===== src/rtl/vga_timing_pkg.sv =====
// Default 640x480@60 raster constants plus a small window-decode helper
// shared by the timing generator and its pixel-tick divider.
package vga_timing_pkg;

   localparam int CLK_DIV  = 2;
   localparam int H_ACTIVE = 640;
   localparam int H_FP     = 16;
   localparam int H_SYNC   = 96;
   localparam int H_BP     = 48;
   localparam int V_ACTIVE = 480;
   localparam int V_FP     = 10;
   localparam int V_SYNC   = 2;
   localparam int V_BP     = 33;
   localparam bit SYNC_POL = 1'b0;
   localparam int ADDR_W   = 19;

   localparam int H_TOTAL = H_ACTIVE + H_FP + H_SYNC + H_BP;
   localparam int V_TOTAL = V_ACTIVE + V_FP + V_SYNC + V_BP;

   localparam int H_SYNC_START = H_ACTIVE + H_FP;
   localparam int H_SYNC_END   = H_SYNC_START + H_SYNC - 1;
   localparam int V_SYNC_START = V_ACTIVE + V_FP;
   localparam int V_SYNC_END   = V_SYNC_START + V_SYNC - 1;

   localparam int ACTIVE_PIXELS = H_ACTIVE * V_ACTIVE;

   // Inclusive range test on a 10-bit raster count.
   function automatic logic in_window(input logic [9:0] val, input int lo, input int hi);
      return (int'(val) >= lo) && (int'(val) <= hi);
   endfunction

endpackage


===== src/rtl/pixel_tick_div.sv =====
// Pixel-rate enable: one registered pulse every CLK_DIV system clocks.
// The first pulse lands CLK_DIV clocks after reset release; with
// CLK_DIV = 1 the output stays high from the first clock onward.
module pixel_tick_div #(
   parameter int CLK_DIV = vga_timing_pkg::CLK_DIV
) (
   input  logic clk,
   input  logic rst_n,
   output logic pix_en
);

   localparam int DIV_W = (CLK_DIV > 1) ? $clog2(CLK_DIV) : 1;
   localparam logic [DIV_W-1:0] DIV_LAST = DIV_W'(CLK_DIV - 1);

   logic [DIV_W-1:0] r_div;
   logic             r_pix_en;
   logic             w_last;

   assign w_last = (r_div == DIV_LAST);
   assign pix_en = r_pix_en;

   // Divider wraps at CLK_DIV-1; the enable registers the wrap condition
   always_ff @(posedge clk or negedge rst_n) begin
      if (!rst_n) begin
         r_div    <= '0;
         r_pix_en <= 1'b0;
      end else begin
         r_div    <= w_last ? '0 : r_div + DIV_W'(1);
         r_pix_en <= w_last;
      end
   end

endmodule


===== src/rtl/vga_timing_gen.sv =====
// VGA raster timing: H/V counters, sync/active decodes and a linear
// frame-buffer address, all stepping on the pixel enable. Every output is
// registered from the next-state counts, so the decodes always match the
// H/V values shown in the same cycle.
module vga_timing_gen #(
   parameter int CLK_DIV  = vga_timing_pkg::CLK_DIV,
   parameter int H_ACTIVE = vga_timing_pkg::H_ACTIVE,
   parameter int H_FP     = vga_timing_pkg::H_FP,
   parameter int H_SYNC   = vga_timing_pkg::H_SYNC,
   parameter int H_BP     = vga_timing_pkg::H_BP,
   parameter int V_ACTIVE = vga_timing_pkg::V_ACTIVE,
   parameter int V_FP     = vga_timing_pkg::V_FP,
   parameter int V_SYNC   = vga_timing_pkg::V_SYNC,
   parameter int V_BP     = vga_timing_pkg::V_BP,
   parameter bit SYNC_POL = vga_timing_pkg::SYNC_POL,
   parameter int ADDR_W   = vga_timing_pkg::ADDR_W
) (
   input  logic              clk,
   input  logic              rst_n,
   output logic              pix_en,
   output logic [9:0]        H_Count_Value,
   output logic [9:0]        V_Count_Value,
   output logic              hsync,
   output logic              vsync,
   output logic              video_on,
   output logic [ADDR_W-1:0] pixel_addr,
   output logic              frame_start
);

   localparam int H_TOTAL  = H_ACTIVE + H_FP + H_SYNC + H_BP;
   localparam int V_TOTAL  = V_ACTIVE + V_FP + V_SYNC + V_BP;
   localparam int HS_START = H_ACTIVE + H_FP;
   localparam int HS_END   = HS_START + H_SYNC - 1;
   localparam int VS_START = V_ACTIVE + V_FP;
   localparam int VS_END   = VS_START + V_SYNC - 1;

   localparam logic [9:0] H_LAST = 10'(H_TOTAL - 1);
   localparam logic [9:0] V_LAST = 10'(V_TOTAL - 1);
   localparam logic [9:0] H_ACT  = 10'(H_ACTIVE);
   localparam logic [9:0] V_ACT  = 10'(V_ACTIVE);

   logic              w_pix_en;
   logic              w_h_last;
   logic              w_v_last;
   logic              w_frame_wrap;
   logic [9:0]        w_h_nxt;
   logic [9:0]        w_v_nxt;
   logic [ADDR_W-1:0] w_addr_nxt;

   logic [9:0]        r_h;
   logic [9:0]        r_v;
   logic              r_hsync;
   logic              r_vsync;
   logic              r_video_on;
   logic [ADDR_W-1:0] r_addr;
   logic              r_frame_start;

   pixel_tick_div #(.CLK_DIV(CLK_DIV)) u_tick (
      .clk    (clk),
      .rst_n  (rst_n),
      .pix_en (w_pix_en)
   );

   assign w_h_last = (r_h == H_LAST);
   assign w_v_last = (r_v == V_LAST);

   // Next-state for the raster counters and the address counter. The
   // address advances when leaving an active pixel (r_video_on describes
   // the current position), so through blanking it already holds the index
   // of the next visible pixel; a frame wrap clears it.
   always_comb begin
      w_h_nxt      = r_h;
      w_v_nxt      = r_v;
      w_addr_nxt   = r_addr;
      w_frame_wrap = 1'b0;
      if (w_pix_en) begin
         if (w_h_last) begin
            w_h_nxt = '0;
            if (w_v_last) begin
               w_v_nxt      = '0;
               w_frame_wrap = 1'b1;
            end else begin
               w_v_nxt = r_v + 10'd1;
            end
         end else begin
            w_h_nxt = r_h + 10'd1;
         end
         if (w_frame_wrap)
            w_addr_nxt = '0;
         else if (r_video_on)
            w_addr_nxt = r_addr + ADDR_W'(1);
      end
   end

   // Register counts and decode the next-state position for zero skew
   always_ff @(posedge clk or negedge rst_n) begin
      if (!rst_n) begin
         r_h           <= '0;
         r_v           <= '0;
         r_hsync       <= ~SYNC_POL;
         r_vsync       <= ~SYNC_POL;
         r_video_on    <= 1'b1;
         r_addr        <= '0;
         r_frame_start <= 1'b0;
      end else begin
         r_h           <= w_h_nxt;
         r_v           <= w_v_nxt;
         r_hsync       <= vga_timing_pkg::in_window(w_h_nxt, HS_START, HS_END) ? SYNC_POL : ~SYNC_POL;
         r_vsync       <= vga_timing_pkg::in_window(w_v_nxt, VS_START, VS_END) ? SYNC_POL : ~SYNC_POL;
         r_video_on    <= (w_h_nxt < H_ACT) && (w_v_nxt < V_ACT);
         r_addr        <= w_addr_nxt;
         r_frame_start <= w_frame_wrap;
      end
   end

   assign pix_en        = w_pix_en;
   assign H_Count_Value = r_h;
   assign V_Count_Value = r_v;
   assign hsync         = r_hsync;
   assign vsync         = r_vsync;
   assign video_on      = r_video_on;
   assign pixel_addr    = r_addr;
   assign frame_start   = r_frame_start;

endmodule


===== config.mk =====
export PLATFORM = sky130hd
export DESIGN_NAME = vga_timing_gen
export DESIGN_NICKNAME = d
export VERILOG_FILES = /design/src/rtl/vga_timing_pkg.sv /design/src/rtl/pixel_tick_div.sv /design/src/rtl/vga_timing_gen.sv
export SDC_FILE = /design/constraint.sdc
export NUM_CORES = 1
export LEC_CHECK = 0
export ABC_CLOCK_PERIOD_IN_PS = 2590
export CAP_MARGIN = 5
export CORE_ASPECT_RATIO = 0.6
export CORE_MARGIN = 5
export CORE_UTILIZATION = 54
export CTS_BUF_LIST = sky130_fd_sc_hd__clkbuf_8
export CTS_CLUSTER_SIZE = 16
export DETAILED_ROUTE_END_ITERATION = 8
export PLACE_DENSITY = 0.82
export SKIP_LAST_GASP = 1
export SYNTH_ARGS = -nofsm -noshare
export SYNTH_HDL_FRONTEND = slang
export SYNTH_HIERARCHICAL = 1
export SYNTH_SLANG_ARGS = --single-unit
export TNS_END_PERCENT = 100

===== constraint.sdc =====
create_clock -name clk -period 2.59 [get_ports clk]
set_input_delay 0.259 -clock clk [delete_from_list [all_inputs] [get_ports clk]]
set_output_delay 0.259 -clock clk [all_outputs]
set_load 0.02 [all_outputs]

==> results of run 1 <==
-- worst max-delay path by stage --
stage | end | slack [ps]
3_3_place_gp | vsync | 230
2_1_floorplan | video_on | 130
3_5_place_dp | vsync | 100
5_1_grt | video_on | -1
4_1_cts | video_on | 80
6_report | video_on | 120
-- report_power, final --
part           switching [uW]  leakage [uW]  internal, uW
combinational            12.8      0.000574         0.547
clock                     245     0.0000626           311
sequential                  0      0.000594           702
total                     258       0.00123          1010
-- layout make-up --
cell class                 count  area [um^2]  area share [%]
multi-input combinational    182         1200            38.7
sequential                    45         1130            36.3
timing repair buffer          59          551            17.7
clock buffer                   6         82.6            2.65
tap                           60         75.1            2.41
clock inverter                 2         33.8            1.09
inverter                       9         33.8            1.09
-- sequential cells by signal (all words and copies together), names as in the netlist --
signal and flops:
hsync 1, frame_start 1, H_Count_Value 10, video_on 1, u_tick/pix_en 1, vsync 1, pixel_addr 19, V_Count_Value 10
u_tick/r_div 1
-- worst register-to-register path, cell delays in order (launching register included) --
cell and delay (ps):
sky130_fd_sc_hd__dfrtp_1 420, sky130_fd_sc_hd__ha_2 230, sky130_fd_sc_hd__nand4_1 230, sky130_fd_sc_hd__or4_4 570, sky130_fd_sc_hd__or4_1 580, sky130_fd_sc_hd__o211ai_2 100
sky130_fd_sc_hd__a221oi_2 90, sky130_fd_sc_hd__nor3_1 180
-- kinds of logic (layout without fill, tap and decap cells) --
| logic type | count (synthesis) | in the layout | synth area share (%) |
|---|---|---|---|
| AOI/OAI and AO/OA | 35 | 35 | 9.67 |
| DFF | 45 | 45 | 46.7 |
| xor gates and xnor gates | 24 | 24 | 8.69 |
| buffers and inverters | 22 | 76 | 3.88 |
| adders and majority gates | 4 | 4 | 2.07 |
| muxes | 2 | 2 | 0.931 |
| and+or+nand+nor | 117 | 117 | 28.0 |
-- placed cells by master (no fill, tap or decap), drive strengths merged, types with 6 or more instances in the layout --
cell | Yosys | layout
clkdlybuf4s50 | 0 | 44
dfrtp | 42 | 42
nor2 | 29 | 29
nand2 | 18 | 18
xnor2 | 16 | 16
buf | 6 | 15
nand4 | 14 | 14
a21oi | 11 | 11
nand3 | 10 | 10
inv | 9 | 10
or4 | 9 | 9
xor2 | 8 | 8
o31ai | 7 | 7
nor3 | 7 | 7
clkbuf | 7 | 6
nor4b | 6 | 6
-- repair_timing --
item	CTS	global route
setup endpoints to repair	0	2
resized for setup	0	3
setup buffers	0	2
hold buffers	0	0
-- metal layers --
metal / vias up / part of all wire (%)
met5: - / 0
met3: 10 / 6.7
met4: 0 / 1.3
li1: 1002 / -
met2: 79 / 42
met1: 1044 / 50
-- metrics by stage --
| step | instance area [um^2] | total power [uW] |
|---|---|---|
| 2_1_floorplan | 2420 | 716 |
| 3_3_place_gp | 2970 | 731 |
| 3_5_place_dp | 2970 | 731 |
| 4_1_cts | 3090 | 1270 |
| 5_1_grt | 3110 | 1320 |
| 6_report | 3110 | 1270 |
==> impl_metrics.py, run 1 <==
metrics = {
    "setup_path": {
        "critical_path_cell_sequence": "ha_2 > nand4_1 > or4_4 > or4_1 > o211ai_2 > a221oi_2 > nor3_1",
        "reg2reg_setup_slack_ps": 120,
        "crit_path_max_fanout": 6,
        "timing.critical_path.from_type": "register",
        "crit_path_max_delay_family": "simple AND/OR/NAND/NOR gates",
        "worst_setup_path_end_kind": "register",
        "rr_startpoint": "H_Count_Value[1]",
        "critical_path.n_buffers_inverters": 0,
        "reg2reg_to": "video_on",
        "cpPeakStageDelay_ps": 580,
        "criticalPathCategory": "reg -> reg",
        "cpMaxStageDelayCell": "sky130_fd_sc_hd__or4_1",
        "timing.critical_path.arrival_ps": 2700,
        "worstSetupStartpoint": "H_Count_Value[1]",
        "critPathRequiredTime_ps": 2810,
        "worstSetupPathDepth": 7,
        "worst-r2r-cell-count": 7,
    },
    "cells_and_area": {
        "final_layout_size_suffix_gt1_share_pct": 12.9,
        "diodes_inserted": 0,
        "fin_util_pct": 73.9,
        "fillers": 316,
        "layout.cells.non_filler": 363,
        "final_nets": 308,
        "area_growth_syn_to_layout_pct": 28.6,
    },
    "synth": {
        "synth_top_area_cell": "sky130_fd_sc_hd__dfrtp_1",
        "post-synth-top-area-fraction_pct": 43.5,
        "synth_area_leaders": "sky130_fd_sc_hd__dfrtp_1, sky130_fd_sc_hd__xnor2_1, sky130_fd_sc_hd__nor2_1",
        "yosys.cell_types.count": 48,
        "syn_area_um2": 2420,
        "synth.most_common_cell": "sky130_fd_sc_hd__dfrtp_1",
        "yosys_register_bits": 45,
        "yosysSeqAreaShare_pct": 46.7,
        "syn-mean-instance-area_um2": 9.71,
        "dominantRegCellSynth": "sky130_fd_sc_hd__dfrtp_1",
        "synth_enable_flop_cells": 0,
        "net_count_after_synthesis": 255,
        "yosysWarningCount": 6,
        "synthCells": 249,
        "postSynth.asyncResetShare_pct": 100,
        "synthTopCellsByCount": "sky130_fd_sc_hd__dfrtp_1, sky130_fd_sc_hd__nor2_1, sky130_fd_sc_hd__nand2_1",
    },
    "clock_network": {
        "cts_buffers": 5,
        "clock_tree.buffer_depth": 2,
        "clock_latency_ps": 300,
        "clkSinkCount": 45,
        "cts_tree": "yes",
        "clkSlewWorstSetupHoldPaths_ps": 80,
        "cts_root_buf": "sky130_fd_sc_hd__clkbuf_8",
        "clock_tree.htree_level_count": 2,
    },
    "global_route": {
        "grt.met1_usage_pct": 34.0,
        "grt_pass1_vias": 1999,
        "grt_antenna_before_repair": 0,
        "global_route_wire_length_before_repair_um": 9920,
        "grt.met2_usage_pct": 31.2,
        "layer_with_the_highest_usage_after_global_routing": "met1",
        "grt_use_met3_pct": 4.69,
        "grt_resource_usage_total_pct": 22.0,
        "grt_overflow": 0,
        "maximum_number_of_pins_on_one_net_before_global_route_repair": 46,
    },
    "drt": {
        "wire_per_inst_um": 16.7,
        "route.detailed.drc": 0,
        "firstDrtPassIters": 5,
        "drt_wl_total_um": 6070,
        "dr_total_vias": 2135,
        "post_drt_via_cell_ratio": 5.88,
        "drt_iter0_markers": 189,
        "detail-route-antenna-nets": 0,
    },
    "sta": {
        "period_needed_ps": 2470,
        "setup-tns-final_ps": 0,
        "timing.final.hold_violations": 0,
        "timing_worst_slew_pin_value_ps": 969,
        "max_freq_ghz": 0.404,
        "number_of_max_slew_violations_in_the_final_report": 0,
        "min_period_over_period_pct": 95.5,
        "setup_violating_endpoint_count_in_the_final_report": 0,
        "layout_setup_ws_ps": 115,
        "finClkSkew_ps": 7.39,
        "timing.hold.ws_ps": 103,
        "slew-limit-headroom_pct": 35.4,
    },
    "placement": {
        "placed_cells": 353,
        "place_hpwl_um": 4310,
        "port_buffers": 45,
        "preCtsSetupSlack_ps": 102,
        "place.gp.congestion": 0.934,
    },
    "pwr": {
        "pwr_cell_area_nw_per_um2": 409,
        "p_leak_uw": 0.00123,
        "max-vdd-ir-drop_v": 0.000287,
    },
    "floorplanning": {
        "initial_core_util_pct": 57.4,
        "die_height_um": 61.8,
        "core_area_um2": 4210,
        "io_pins": 46,
        "chipWidth_um": 96.4,
        "die_footprint_um2": 5960,
        "row_count": 18,
    },
    "run": {
        "cap_violations": 0,
    },
    "hold_path": {
        "hold_path_class": "in -> async",
    },
    "outcome": {
        "outcome": "finished, final reports clean",
    },
}
(Power assumes the default switching activity.)
==> inputs of run 2 (changes only) <==
ABC_CLOCK_PERIOD_IN_PS = 2440   (was 2590)
clock period = 2.44 ns   (was 2.59 ns; I/O delays follow)
==> run 2 against run 1 <==
Against the previous run: first-iteration DRC count grew 59%; fmax grew 1.6%; utilization rose by 5.2 points; clock power increased by 6.5%; sequential share of layout area shrank 2.3 points; register-to-register slack got worse by 110 ps; largest cell class unchanged.
==> impl_metrics.py, run 2 (synthesis results as in run 1) <==
metrics = {
    "drt": {
        "firstDrtPassIters": 4,
        "drt_wl_total_um": 6970,
        "drt_iter0_markers": 301,
        "detail-route-antenna-nets": 0,
        "post_drt_via_cell_ratio": 5.89,
        "wire_per_inst_um": 18.2,
        "route.detailed.drc": 0,
        "dr_total_vias": 2260,
    },
    "clock_network": {
        "cts_buffers": 5,
        "cts_tree": "yes",
        "clock_tree.buffer_depth": 2,
        "clkSinkCount": 45,
        "clock_latency_ps": 310,
        "clock_tree.htree_level_count": 2,
        "cts_root_buf": "sky130_fd_sc_hd__clkbuf_8",
        "clkSlewWorstSetupHoldPaths_ps": 90,
    },
    "global_route": {
        "grt_antenna_before_repair": 0,
        "global_route_wire_length_before_repair_um": 10600,
        "grt_resource_usage_total_pct": 24.1,
        "grt_pass1_vias": 2055,
        "grt_overflow": 0,
        "maximum_number_of_pins_on_one_net_before_global_route_repair": 29,
    },
    "floorplanning": {
        "row_count": 18,
        "initial_core_util_pct": 57.4,
        "io_pins": 46,
        "die_height_um": 61.8,
        "chipWidth_um": 96.4,
        "core_area_um2": 4210,
        "die_footprint_um2": 5960,
    },
    "sta": {
        "setup_violating_endpoint_count_in_the_final_report": 0,
        "number_of_max_slew_violations_in_the_final_report": 0,
        "max_freq_ghz": 0.411,
        "timing_worst_slew_pin_value_ps": 601,
        "finClkSkew_ps": 13.0,
        "period_needed_ps": 2430,
        "min_period_over_period_pct": 99.8,
        "slew-limit-headroom_pct": 60.0,
        "timing.hold.ws_ps": 399,
        "rsz0062_at_grt": "true",
        "timing.final.hold_violations": 0,
    },
    "setup_path": {
        "worst_setup_path_end_kind": "register",
        "critical_path_cell_sequence": "or4b_4 > or4_4 > nor4b_2 > a31oi_1 > a221oi_2 > nand4_1",
        "cpPeakStageDelay_ps": 580,
        "cpMaxStageDelayCell": "sky130_fd_sc_hd__or4b_4",
        "critPathRequiredTime_ps": 2640,
        "timing.critical_path.arrival_ps": 2640,
        "worstSetupStartpoint": "H_Count_Value[7]",
        "crit_path_max_delay_family": "simple AND/OR/NAND/NOR gates",
        "rr_startpoint": "H_Count_Value[7]",
        "timing.critical_path.from_type": "register",
        "criticalPathCategory": "reg -> reg",
        "critical_path.n_buffers_inverters": 0,
        "crit_path_max_fanout": 3,
    },
    "hold_path": {
        "worstHoldStart": "u_tick/r_div",
        "hold_path_class": "reg -> reg",
    },
    "pwr": {
        "power.combinational.fraction_pct": 1.2,
        "seq_power_share_pct": 55.0,
        "max-vdd-ir-drop_v": 0.000364,
        "p_switching_uw": 276,
        "pwr_cell_area_nw_per_um2": 407,
        "int_pwr_uw": 1080,
        "p_leak_uw": 0.00133,
        "sw_frac_of_total_pct": 20.4,
        "power_frac_clock_pct": 43.7,
    },
    "placement": {
        "port_buffers": 45,
        "place_hpwl_um": 4830,
        "place.gp.congestion": 0.907,
    },
    "cells_and_area": {
        "final_common_cell": "sky130_fd_sc_hd__clkdlybuf4s50_1",
        "final_layout_size_suffix_gt1_share_pct": 21.9,
        "layout.cells.most_common_list": "sky130_fd_sc_hd__clkdlybuf4s50_1, sky130_fd_sc_hd__dfrtp_1, sky130_fd_sc_hd__buf_4",
        "fin_util_pct": 79.1,
        "diodes_inserted": 0,
        "area_growth_syn_to_layout_pct": 37.7,
        "largest_register_ffs": 19,
        "final_nets": 329,
    },
    "outcome": {
        "outcome": "finished, final reports clean",
    },
    "run": {
        "cap_violations": 0,
    },
}
[run 2: cell types whose count changed in the layout (fill, tap and decap cells not counted), moves of 2 or more]
| cell | delta |
|---|---|
| sky130_fd_sc_hd__nor2_1 | -3 |
| sky130_fd_sc_hd__or4_4 | +2 |
| sky130_fd_sc_hd__a21oi_1 | -2 |
| sky130_fd_sc_hd__dfrtp_2 | +2 |
| sky130_fd_sc_hd__or4_1 | -2 |
| sky130_fd_sc_hd__a21oi_2 | +2 |
| sky130_fd_sc_hd__buf_4 | +19 |
| sky130_fd_sc_hd__dfrtp_1 | -2 |
| sky130_fd_sc_hd__nor2_2 | +2 |
[run 2: per-layer routing]
| metal | global-route usage (%) | vias up | share of wire (%) |
|---|---|---|---|
| met4 | 5.99 | 0 | 1.3 |
| met2 | 35.1 | 118 | 42 |
| met5 | 0 | - | 0 |
| li1 | - | 1050 | - |
| met1 | 35.9 | 1077 | 46 |
| met3 | 6.14 | 15 | 10 |
[run 2: layout make-up]
cell class | count | area [um^2]
Clock inverter | 2 | 33.8
Multi-Input combinational cell | 182 | 1260
Clock buffer | 6 | 82.6
Timing Repair Buffer | 80 | 714
Fill cell | 269 | 882
Tap cell | 60 | 75.1
Inverter | 9 | 33.8
Sequential cell | 45 | 1130
[run 2: power groups by stage]
stage	logic, uW	clock network (uW)	registers [uW]
after floorplan	0.000377	0	760
after global placement	16.5	0	760
after detailed placement	17.1	0	760
after CTS	18.2	594	745
after global routing	21.0	633	745
final	16.8	592	745
[run 2: what timing repair did]
action,in CTS,in global routing
endpoints found under the setup margin,2,16
pin swaps,2,9
resized for setup,6,10
buffers inserted,3,9
endpoints found under the hold margin,25,0
hold buffers,1,0
[run 2: path summary, 6_finish.rpt]
check / to / slack (ps) / depth (start not counted)
worst min-delay path: u_tick/pix_en / 400 / 0
worst max-delay path: vsync / 5 / 6
worst min register to register: u_tick/pix_en / 400 / 0
worst max register to register: vsync / 5 / 6
max in group asynchronous: hsync / 1240 / 3
min in group asynchronous: H_Count_Value[5] / 480 / 2
[run 2: through the flow]
stage                     cells  area [um^2]  setup TNS (ps)  setup slack [ps]  power, uW
after floorplan             249         2420               0              35.9        760
after global placement      363         3050               0               116        776
after detailed placement    363         3050           -38.9             -38.9        777
after CTS                   375         3220               0              4.12       1360
after global routing        384         3330           -52.9             -49.2       1400
final                       384         3330               0              5.15       1350
==> inputs of run 3 (changes only) <==
CTS_CLUSTER_DIAMETER = 150   (was unset)
PLACE_DENSITY = 0.93   (was 0.82)
==> run 3 against run 2 <==
Against the previous run: the run now ends with setup timing left; global-route usage grew 0.22 points; wire length shrank 2.5%; die area is the same; critical path type unchanged; critical endpoint is now video_on; largest power group unchanged.
==> impl_metrics.py, run 3 (synthesis results as in run 1) <==
metrics = {
    "floorplanning": {
        "core_area_um2": 4210,
        "die_footprint_um2": 5960,
        "row_count": 18,
        "chipWidth_um": 96.4,
        "die_height_um": 61.8,
        "initial_core_util_pct": 57.4,
        "io_pins": 46,
    },
    "setup_path": {
        "timing.critical_path.from_type": "register",
        "worst_setup_path_end_kind": "register",
        "criticalPathCategory": "reg -> reg",
        "crit_path_max_fanout": 6,
        "timing.critical_path.arrival_ps": 2670,
        "critPathRequiredTime_ps": 2660,
    },
    "pwr": {
        "p_leak_uw": 0.00129,
        "pwr_cell_area_nw_per_um2": 417,
        "power_total_uw": 1350,
        "max-vdd-ir-drop_v": 0.000358,
    },
    "clock_network": {
        "cts_buffers": 5,
        "clkSinkCount": 45,
        "clock_tree.htree_level_count": 2,
        "clock_tree.buffer_depth": 2,
        "cts_tree": "yes",
        "clock_latency_ps": 300,
        "cts_root_buf": "sky130_fd_sc_hd__clkbuf_8",
        "clkSlewWorstSetupHoldPaths_ps": 90,
    },
    "cells_and_area": {
        "fillers": 275,
        "multi_input_comb_area_um2": 1240,
        "final_nets": 319,
        "final_common_cell": "sky130_fd_sc_hd__clkdlybuf4s50_1",
        "final_layout_size_suffix_gt1_share_pct": 18.2,
        "area_growth_syn_to_layout_pct": 33.4,
        "layout.cells.most_common_list": "sky130_fd_sc_hd__clkdlybuf4s50_1, sky130_fd_sc_hd__dfrtp_1, sky130_fd_sc_hd__nor2_1",
        "diodes_inserted": 0,
        "seq_area_um2": 1130,
        "largest_register_ffs": 19,
    },
    "sta": {
        "number_of_max_slew_violations_in_the_final_report": 0,
        "slew-limit-headroom_pct": 61.8,
        "period_needed_ps": 2450,
        "finClkSkew_ps": 9.71,
        "layout_setup_ws_ps": -14.2,
        "setup_violating_endpoint_count_in_the_final_report": 1,
        "timing.final.hold_violations": 0,
        "min_period_over_period_pct": 101,
        "max_freq_ghz": 0.407,
        "rsz0062_at_grt": "true",
        "timing_worst_slew_pin_value_ps": 573,
    },
    "drt": {
        "route.detailed.drc": 0,
        "firstDrtPassIters": 5,
        "dr_total_vias": 2272,
        "drt_iter0_markers": 191,
        "post_drt_via_cell_ratio": 6.07,
        "wire_per_inst_um": 18.2,
        "drt_wl_total_um": 6800,
        "detail-route-antenna-nets": 0,
    },
    "outcome": {
        "outcome": "complete, but fails checks",
        "failed_checks": "setup timing",
    },
    "global_route": {
        "grt_resource_usage_total_pct": 24.3,
        "grt_overflow": 0,
        "global_route_wire_length_before_repair_um": 10800,
        "grt_pass1_vias": 2135,
        "maximum_number_of_pins_on_one_net_before_global_route_repair": 46,
        "grt_antenna_before_repair": 0,
    },
    "run": {
        "cap_violations": 0,
    },
    "placement": {
        "preCtsSetupSlack_ps": -56.0,
        "place.gp.congestion": 0.955,
        "port_buffers": 45,
        "place_hpwl_um": 4780,
    },
    "hold_path": {
        "hold_path_class": "in -> async",
    },
}
-- run 3: cell type report --
class | instances | area share [%]
multi-input cells | 182 | 38.3
clock inverters | 2 | 1.05
inverters | 9 | 1.05
flip-flops and latches | 45 | 35.1
clock buffers | 6 | 2.56
well taps | 60 | 2.33
repair buffers | 70 | 19.6
-- run 3: per-stage QoR --
| step | utilization, % | TNS, ps | hold WS, ps | instance area, um^2 | std cells |
|---|---|---|---|---|---|
| after floorplan | - | 0 | -51.6 | 2420 | 249 |
| after global placement | 72.2 | 0 | 356 | 3040 | 362 |
| after detailed placement | 72.2 | -56.0 | 365 | 3040 | 362 |
| after CTS | 75.0 | 0 | 45.1 | 3160 | 370 |
| after global routing | 76.6 | -373 | 75.6 | 3230 | 374 |
| final | 76.6 | -14.2 | 26.5 | 3230 | 374 |
-- run 3: worst paths after layout --
kind | from | to | slack (ps) | depth (start not counted)
min in group clk | u_tick/r_div | u_tick/pix_en | 400 | 0
max reg2reg | H_Count_Value[1] | video_on | -10 | 7
max | H_Count_Value[1] | video_on | -10 | 7
min | rst_n | V_Count_Value[5] | 30 | 2
min reg2reg | u_tick/r_div | u_tick/pix_en | 400 | 0
max in group asynchronous | rst_n | H_Count_Value[1] | 1990 | 2
-- run 3: critical path, stage by stage (launching register included) --
cell	delay (ps)
sky130_fd_sc_hd__dfrtp_2	400
sky130_fd_sc_hd__ha_4	160
sky130_fd_sc_hd__nand4_1	250
sky130_fd_sc_hd__or4_4	630
sky130_fd_sc_hd__or4_4	530
sky130_fd_sc_hd__o211ai_2	100
sky130_fd_sc_hd__a221oi_2	110
sky130_fd_sc_hd__nor3_1	200
-- run 3: report_power, final --
part,internal (uW),switching (uW),leakage [uW]
Clock,330,255,0.0000626
Combinational,1.61,14.3,0.000635
Sequential,745,0,0.000590
Total,1080,269,0.00129
-- run 3: timing repair --
| action | in CTS | in global routing |
|---|---|---|
| hold buffers | 0 | 0 |
| pin swaps | 1 | 6 |
| buffers inserted | 0 | 4 |
| endpoints found under the setup margin | 2 | 16 |
| gates resized for setup | 1 | 8 |
-- run 3: layer usage --
layer | part of all wire [%] | track usage (%)
met4 | 1.5 | 6.99
met5 | 0 | 0
met2 | 44 | 36.0
met3 | 10 | 6.14
met1 | 45 | 35.5
